File: src/rtl/mdu_iter_pkg.sv
`default_nettype none
// +----------------------------------------------------------------------------+
// | mdu_iter_pkg : op codes, controller states and op-class helpers for MDU    |
// | Revision     : 1.0                                                         |
// +----------------------------------------------------------------------------+
package mdu_iter_pkg;

    localparam logic [3:0] MDU_NONE  = 4'd0;
    localparam logic [3:0] MDU_MULTU = 4'd1;
    localparam logic [3:0] MDU_MULT  = 4'd2;
    localparam logic [3:0] MDU_DIVU  = 4'd3;
    localparam logic [3:0] MDU_DIV   = 4'd4;
    localparam logic [3:0] MDU_MTHI  = 4'd5;
    localparam logic [3:0] MDU_MTLO  = 4'd6;
    localparam logic [3:0] MDU_MADD  = 4'd7;
    localparam logic [3:0] MDU_MADDU = 4'd8;
    localparam logic [3:0] MDU_MSUB  = 4'd9;
    localparam logic [3:0] MDU_MSUBU = 4'd10;

    typedef enum logic [1:0] {
        ST_IDLE = 2'd0,
        ST_MUL  = 2'd1,
        ST_DIV  = 2'd2
    } mdu_state_t;

    function automatic logic is_mul_op(input logic [3:0] op);
        return op inside {MDU_MULTU, MDU_MULT, MDU_MADD, MDU_MADDU, MDU_MSUB, MDU_MSUBU};
    endfunction

    function automatic logic is_div_op(input logic [3:0] op);
        return op inside {MDU_DIVU, MDU_DIV};
    endfunction

    function automatic logic is_signed_op(input logic [3:0] op);
        return op inside {MDU_MULT, MDU_DIV, MDU_MADD, MDU_MSUB};
    endfunction

endpackage
`default_nettype wire

File: src/rtl/mdu_iter_div_core.sv
`default_nettype none
// +----------------------------------------------------------------------------+
// | div_core : iterative restoring divider, one quotient bit per cycle         |
// | Revision : 1.0                                                             |
// +----------------------------------------------------------------------------+
module div_core #(
    parameter int WIDTH = 32,
    parameter int CNT_W = 6
) (
    input  logic             clk,
    input  logic             reset,
    input  logic             i_kill,
    input  logic             i_start,
    input  logic             i_signed,
    input  logic [WIDTH-1:0] i_a,
    input  logic [WIDTH-1:0] i_b,
    output logic             o_busy,
    output logic [WIDTH-1:0] o_q,
    output logic [WIDTH-1:0] o_r,
    output logic             o_valid
);

    logic             r_busy;
    logic [CNT_W-1:0] r_cnt;
    logic [WIDTH-1:0] r_rem;
    logic [WIDTH-1:0] r_quo;
    logic [WIDTH-1:0] r_div;
    logic             r_qneg;
    logic             r_rneg;

    logic [WIDTH-1:0] w_a_mag;
    logic [WIDTH-1:0] w_b_mag;
    logic [WIDTH:0]   w_rem_sh;
    logic [WIDTH:0]   w_sub;
    logic             w_fits;

    assign w_a_mag  = (i_signed && i_a[WIDTH-1]) ? -i_a : i_a;
    assign w_b_mag  = (i_signed && i_b[WIDTH-1]) ? -i_b : i_b;

    // Remainder can transiently need one extra bit after the shift.
    assign w_rem_sh = {r_rem, r_quo[WIDTH-1]};
    assign w_sub    = w_rem_sh - {1'b0, r_div};
    assign w_fits   = (w_rem_sh >= {1'b0, r_div});

    always_ff @(posedge clk) begin
        if (reset || i_kill) begin
            r_busy <= 1'b0;
            r_cnt  <= '0;
        end else if (i_start) begin
            r_busy <= 1'b1;
            r_cnt  <= CNT_W'(WIDTH);
            r_rem  <= '0;
            r_quo  <= w_a_mag;
            r_div  <= w_b_mag;
            r_qneg <= i_signed & (i_a[WIDTH-1] ^ i_b[WIDTH-1]);
            r_rneg <= i_signed & i_a[WIDTH-1];
        end else if (r_busy) begin
            if (r_cnt != '0) begin
                r_cnt <= r_cnt - CNT_W'(1);
                r_rem <= w_fits ? w_sub[WIDTH-1:0] : w_rem_sh[WIDTH-1:0];
                r_quo <= {r_quo[WIDTH-2:0], w_fits};
            end else begin
                r_busy <= 1'b0;
            end
        end
    end

    assign o_busy  = r_busy;
    assign o_valid = r_busy && (r_cnt == '0);
    assign o_q     = r_qneg ? -r_quo : r_quo;
    assign o_r     = r_rneg ? -r_rem : r_rem;

endmodule
`default_nettype wire

File: src/rtl/mdu_iter.sv
`default_nettype none
// +----------------------------------------------------------------------------+
// | mdu_iter : HI/LO multiply/divide unit with accumulate modes and flush      |
// | Revision : 1.0                                                             |
// +----------------------------------------------------------------------------+
module mdu_iter
    import mdu_iter_pkg::*;
#(
    parameter int WIDTH    = 32,
    parameter int MULT_LAT = 5,
    parameter int CNT_W    = 6
) (
    input  logic             clk,
    input  logic             reset,
    input  logic             flush,
    input  logic [WIDTH-1:0] D1,
    input  logic [WIDTH-1:0] D2,
    input  logic [3:0]       mult_div_op,
    input  logic             start,
    output logic             Busy,
    output logic             done,
    output logic [WIDTH-1:0] HI,
    output logic [WIDTH-1:0] LO
);

    localparam logic [WIDTH-1:0] c_WORD_MIN = {1'b1, {(WIDTH-1){1'b0}}};

    mdu_state_t         r_state;
    logic [3:0]         r_op;
    logic [CNT_W-1:0]   r_cnt;
    logic [2*WIDTH-1:0] r_prod;
    logic [WIDTH-1:0]   r_hi;
    logic [WIDTH-1:0]   r_lo;
    logic [WIDTH-1:0]   r_dz_hi;
    logic               r_dz;
    logic               r_ovf;
    logic               r_done;

    logic               w_idle;
    logic               w_accept_mul;
    logic               w_accept_div;
    logic               w_sgn;
    logic [2*WIDTH-1:0] w_opa;
    logic [2*WIDTH-1:0] w_opb;
    logic [2*WIDTH-1:0] w_prod;
    logic [2*WIDTH-1:0] w_mul_res;
    logic [2*WIDTH-1:0] w_div_res;
    logic               w_div_busy;
    logic               w_div_valid;
    logic [WIDTH-1:0]   w_div_q;
    logic [WIDTH-1:0]   w_div_r;

    assign w_idle       = (r_state == ST_IDLE);
    assign w_accept_mul = w_idle && start && is_mul_op(mult_div_op);
    assign w_accept_div = w_idle && start && is_div_op(mult_div_op);

    // Low 2*WIDTH bits of an extended product equal the signed/unsigned product.
    assign w_sgn  = is_signed_op(mult_div_op);
    assign w_opa  = {{WIDTH{w_sgn & D1[WIDTH-1]}}, D1};
    assign w_opb  = {{WIDTH{w_sgn & D2[WIDTH-1]}}, D2};
    assign w_prod = w_opa * w_opb;

    always_comb begin
        w_mul_res = r_prod;
        case (r_op)
            MDU_MADD, MDU_MADDU: w_mul_res = {r_hi, r_lo} + r_prod;
            MDU_MSUB, MDU_MSUBU: w_mul_res = {r_hi, r_lo} - r_prod;
            default:             w_mul_res = r_prod;
        endcase
    end

    div_core #(
        .WIDTH (WIDTH),
        .CNT_W (CNT_W)
    ) u_div_core (
        .clk      (clk),
        .reset    (reset),
        .i_kill   (flush),
        .i_start  (w_accept_div && !flush),
        .i_signed (mult_div_op == MDU_DIV),
        .i_a      (D1),
        .i_b      (D2),
        .o_busy   (w_div_busy),
        .o_q      (w_div_q),
        .o_r      (w_div_r),
        .o_valid  (w_div_valid)
    );

    always_comb begin
        w_div_res = {w_div_r, w_div_q};
        if (r_dz) begin
            w_div_res = {r_dz_hi, {WIDTH{1'b1}}};
        end else if (r_ovf) begin
            w_div_res = {{WIDTH{1'b0}}, c_WORD_MIN};
        end
    end

    always_ff @(posedge clk) begin
        if (reset) begin
            r_state <= ST_IDLE;
            r_op    <= MDU_NONE;
            r_cnt   <= '0;
            r_prod  <= '0;
            r_hi    <= '0;
            r_lo    <= '0;
            r_dz_hi <= '0;
            r_dz    <= 1'b0;
            r_ovf   <= 1'b0;
            r_done  <= 1'b0;
        end else begin
            r_done <= 1'b0;
            if (flush) begin
                r_state <= ST_IDLE;
                r_cnt   <= '0;
            end else begin
                case (r_state)
                    ST_IDLE: begin
                        if (w_accept_mul) begin
                            r_state <= ST_MUL;
                            r_op    <= mult_div_op;
                            r_prod  <= w_prod;
                            r_cnt   <= CNT_W'(MULT_LAT - 1);
                        end else if (w_accept_div) begin
                            r_state <= ST_DIV;
                            r_op    <= mult_div_op;
                            r_dz_hi <= D1;
                            r_dz    <= (D2 == '0);
                            r_ovf   <= (mult_div_op == MDU_DIV) && (D1 == c_WORD_MIN) && (D2 == '1);
                        end else if (mult_div_op == MDU_MTHI) begin
                            r_hi <= D1;
                        end else if (mult_div_op == MDU_MTLO) begin
                            r_lo <= D1;
                        end
                    end
                    ST_MUL: begin
                        if (r_cnt == '0) begin
                            {r_hi, r_lo} <= w_mul_res;
                            r_done       <= 1'b1;
                            r_state      <= ST_IDLE;
                        end else begin
                            r_cnt <= r_cnt - CNT_W'(1);
                        end
                    end
                    ST_DIV: begin
                        if (w_div_busy && w_div_valid) begin
                            {r_hi, r_lo} <= w_div_res;
                            r_done       <= 1'b1;
                            r_state      <= ST_IDLE;
                        end
                    end
                    default: r_state <= ST_IDLE;
                endcase
            end
        end
    end

    assign Busy = (r_state != ST_IDLE);
    assign done = r_done;
    assign HI   = r_hi;
    assign LO   = r_lo;

endmodule
`default_nettype wire

File: config.mk
export PLATFORM = sky130hd
export DESIGN_NAME = mdu_iter
export DESIGN_NICKNAME = d
export VERILOG_FILES = /design/src/rtl/mdu_iter_pkg.sv /design/src/rtl/mdu_iter_div_core.sv /design/src/rtl/mdu_iter.sv
export SDC_FILE = /design/constraint.sdc
export NUM_CORES = 2
export LEC_CHECK = 0
export BUFFER_PORTS_ARGS = -buffer_cell sky130_fd_sc_hd__buf_2
export CORE_MARGIN = 4
export CORE_UTILIZATION = 67
export DETAILED_ROUTE_END_ITERATION = 6
export PLACE_DENSITY = 0.83
export RECOVER_POWER = 50
export SYNTH_ARGS = -nofsm -noshare
export SYNTH_HDL_FRONTEND = slang
export SYNTH_SLANG_ARGS = --single-unit
File: constraint.sdc
create_clock -name clk -period 11.2 [get_ports clk]
set_input_delay 0.56 -clock clk [delete_from_list [all_inputs] [get_ports clk]]
set_output_delay 0.56 -clock clk [all_outputs]
set_load 0.005 [all_outputs]
==> results.md <==
- Outcome: finished, violations left
- Violated checks: DRC, capacitance limit, slew limit
- Critical R2R Capture: HI[28]$_SDFFE_PP0P_
- Hold buffers post-CTS: 0
- H-tree depth: 1
- CP dominant cell by count: fa_1
- Largest net degree at the start of global routing: 79
- Fillcell total: 6969
- R2R depth: 19
- Worst Setup Start Kind: input port
- Dpl hpwl: 150000 um
- R2R Setup Slk: 4.93 ns
- Most common cell in the netlist: inv_1
- Endpoints failing hold: 0
- Fmax: 104 MHz
- First-pass GRT wire length: 303000 um
- Initial antenna violation count: 6
- Hold depth: 3
- DRC: 1
- CP Buf/Inv Count: 8
- IO buf count: 137
- CP max-delay cell: clkbuf_1
- Die width: 307 um
- Gate Count Post-Synth: 7136
- Initial Util: 0.677
- Core Region: 0.0885 mm2
- CTS Buffer Depth: 3
- Clock root buffer: clkbuf_16
- Placer Congestion: 0.986
- Register area share after synthesis: 0.110
- Crit path kind: in -> reg
- Setup bufs post-CTS: 0
- Via density: 6.33
- Gr usage total: 0.416
- CP peak stage delay: 1.56 ns
- Synth-to-layout area growth: 3.53%
- Synth area leaders: fa_1 (38%), inv_1 (7.7%), nand2_1 (7.6%)
- Max Slew Vio Count: 405
- Final ANT Viol Nets: 0
- Register bit total from synthesis: 280
- Arrival @ worst endpoint: 10.03 ns
- Max-slew headroom: -1.61
- Worst Hold End: r_op[3]$_SDFFE_PP0P_
- Clock transition at the registers of the reported paths: 0.07 ns
- Die Y: 307 um
- TritonCTS buffer count: 30
- Period utilisation layout: 0.855
- Critical Path End Type: register
- Vias in the first global route: 53700
- Yosys top cell by area: fa_1
- Fraction of layout cells with a size suffix above 1: 0.0419
- EDFF count, synth: 98
- WL final: 193000 um
- # setup viols final: 0
- RSZ-0062 raised after global routing: no
- CTS resizes: 0
- Remaining Overflow, GRT: 0
- 1st-iter DRT viols: 5690
- Worst skew pair latency: 0.62 ns
- Delay-heaviest family, CP: adder cells
- Post-synth top area share: 0.377
- Most used DFF post-synth: dfxtp_1
- Clock tree sinks: 280
- Syn avg cell area: 8.40 um2
- Synth cell count leaders: inv_1 (1223), nand2_1 (1208), fa_1 (1127)
- Max cap viols: 8
- Worst EP required: 11.66 ns
- Routed len/inst: 23.7 um
- Mapped Nets: 8656
- Setup Total Neg Slack: 0 ns
- Worst hold path class: in -> reg
- Synth async-reset ratio: 0
- Nets: 8470
- Die footprint: 0.0943 mm2
- Via count: 51500
- Final min period: 9.58 ns
- Critical path peak fanout: 31
- Post-Syn Area: 0.0599 mm2
- Cell variety after synth: 102
- # rows: 109
- CTS tree: built
- I/O Pins: 138
- R2r startpoint: r_prod[6]$_SDFFE_PP0P_
- Clock Skews: 0.0313 ns
- Synth warn: 0
- Hold Path Origin: mult_div_op[3]
- First-pass DRT Iterations: 7
- Worst-margin pin slew: 3.91 ns
## flip-flops by register name, indices dropped and copies added, names as in the netlist
signal             count
r_prod                64
HI                    32
LO                    32
r_dz_hi               32
u_div_core.r_div      32
u_div_core.r_quo      32
u_div_core.r_rem      32
r_cnt                  6
u_div_core.r_cnt       6
r_op                   4
r_state                2
done                   1
r_dz                   1
r_ovf                  1
u_div_core.o_busy      1
u_div_core.r_qneg      1
u_div_core.r_rneg      1
## layer usage
layer  global-route usage  vias up  wire [um]
li1                     -    22100          -
met1                0.515    25100      67400
met2                0.661     3395      86100
met3                0.102      958      24000
met4                0.263        6      15400
met5                    0        -         39
## layout by cell type, fill, tap and decap left out, types with 98 or more instances in the layout
master / netlist / layout
edfxtp_1: 98 / 98
nand2_1: 1208 / 1208
o21ai_0: 245 / 245
ha_1: 321 / 321
nor2_1: 327 / 324
xor2_1: 133 / 133
a21oi_1: 372 / 371
xnor2_1: 169 / 169
fa_1: 1127 / 1127
inv_1: 1223 / 1223
dfxtp_1: 182 / 181
and2_1: 291 / 291
## worst reg2reg max path, delay by kind of cell (launching register included)
family,cells,cell delay [ns]
DFF,1,0.38
adders and majority gates,1,0.48
xor gates and xnor gates,2,0.36
AOI/OAI and AO/OA,3,0.98
and+or+nand+nor,13,3.96
## how the worst max path moves through the flow
| stage | start | to | slack, ns | cells after the start |
|---|---|---|---|---|
| 5_1_grt | D2[0] | r_prod[56]$_SDFFE_PP0P_ | 1.20 | 26 |
| 3_3_place_gp | mult_div_op[1] | r_prod[56]$_SDFFE_PP0P_ | 1.54 | 30 |
| 4_1_cts | mult_div_op[1] | r_prod[56]$_SDFFE_PP0P_ | 1.93 | 30 |
| 3_5_place_dp | mult_div_op[1] | r_prod[56]$_SDFFE_PP0P_ | 1.30 | 30 |
| 2_1_floorplan | mult_div_op[1] | r_prod[56]$_SDFFE_PP0P_ | 2.12 | 32 |
| 6_report | D2[0] | r_prod[56]$_SDFFE_PP0P_ | 1.62 | 26 |
## final cells by class
| type | instances | area [um2] | area share |
|---|---|---|---|
| Antenna cell | 5 | 12.5 | 0.000202 |
| Clock buffer | 41 | 835 | 0.0135 |
| Clock inverter | 15 | 179 | 0.00288 |
| Inverter | 1226 | 4600 | 0.0742 |
| Multi-Input combinational cell | 5187 | 47100 | 0.759 |
| Sequential cell | 280 | 6590 | 0.106 |
| Tap cell | 1165 | 1460 | 0.0235 |
| Timing Repair Buffer | 225 | 1270 | 0.0205 |
## per-stage QoR
step | util | cells | setup slack, ns | area [um2] | hold WS, ns
final | 0.701 | 8144 | 1.62 | 62000 | 0.317
after global routing | 0.701 | 8140 | 1.20 | 62000 | 0.358
after CTS | 0.702 | 8139 | 1.93 | 62100 | 0.300
after detailed placement | 0.690 | 8083 | 1.30 | 61100 | 0.447
after global placement | 0.690 | 8083 | 1.54 | 61100 | 0.441
after floorplan | - | 7136 | 2.12 | 59900 | 0.436
## cells by family after synthesis
kind of cell               synth area share
buffers and inverters                 0.105
muxes                               0.00345
xor gates and xnor gates             0.0444
DFF                                   0.110
adders and majority gates             0.444
and+or+nand+nor                       0.176
AOI/OAI and AO/OA                     0.117
Power is not shown: default switching activity piles up to over one toggle a cycle in this logic, so the estimate is an artifact.
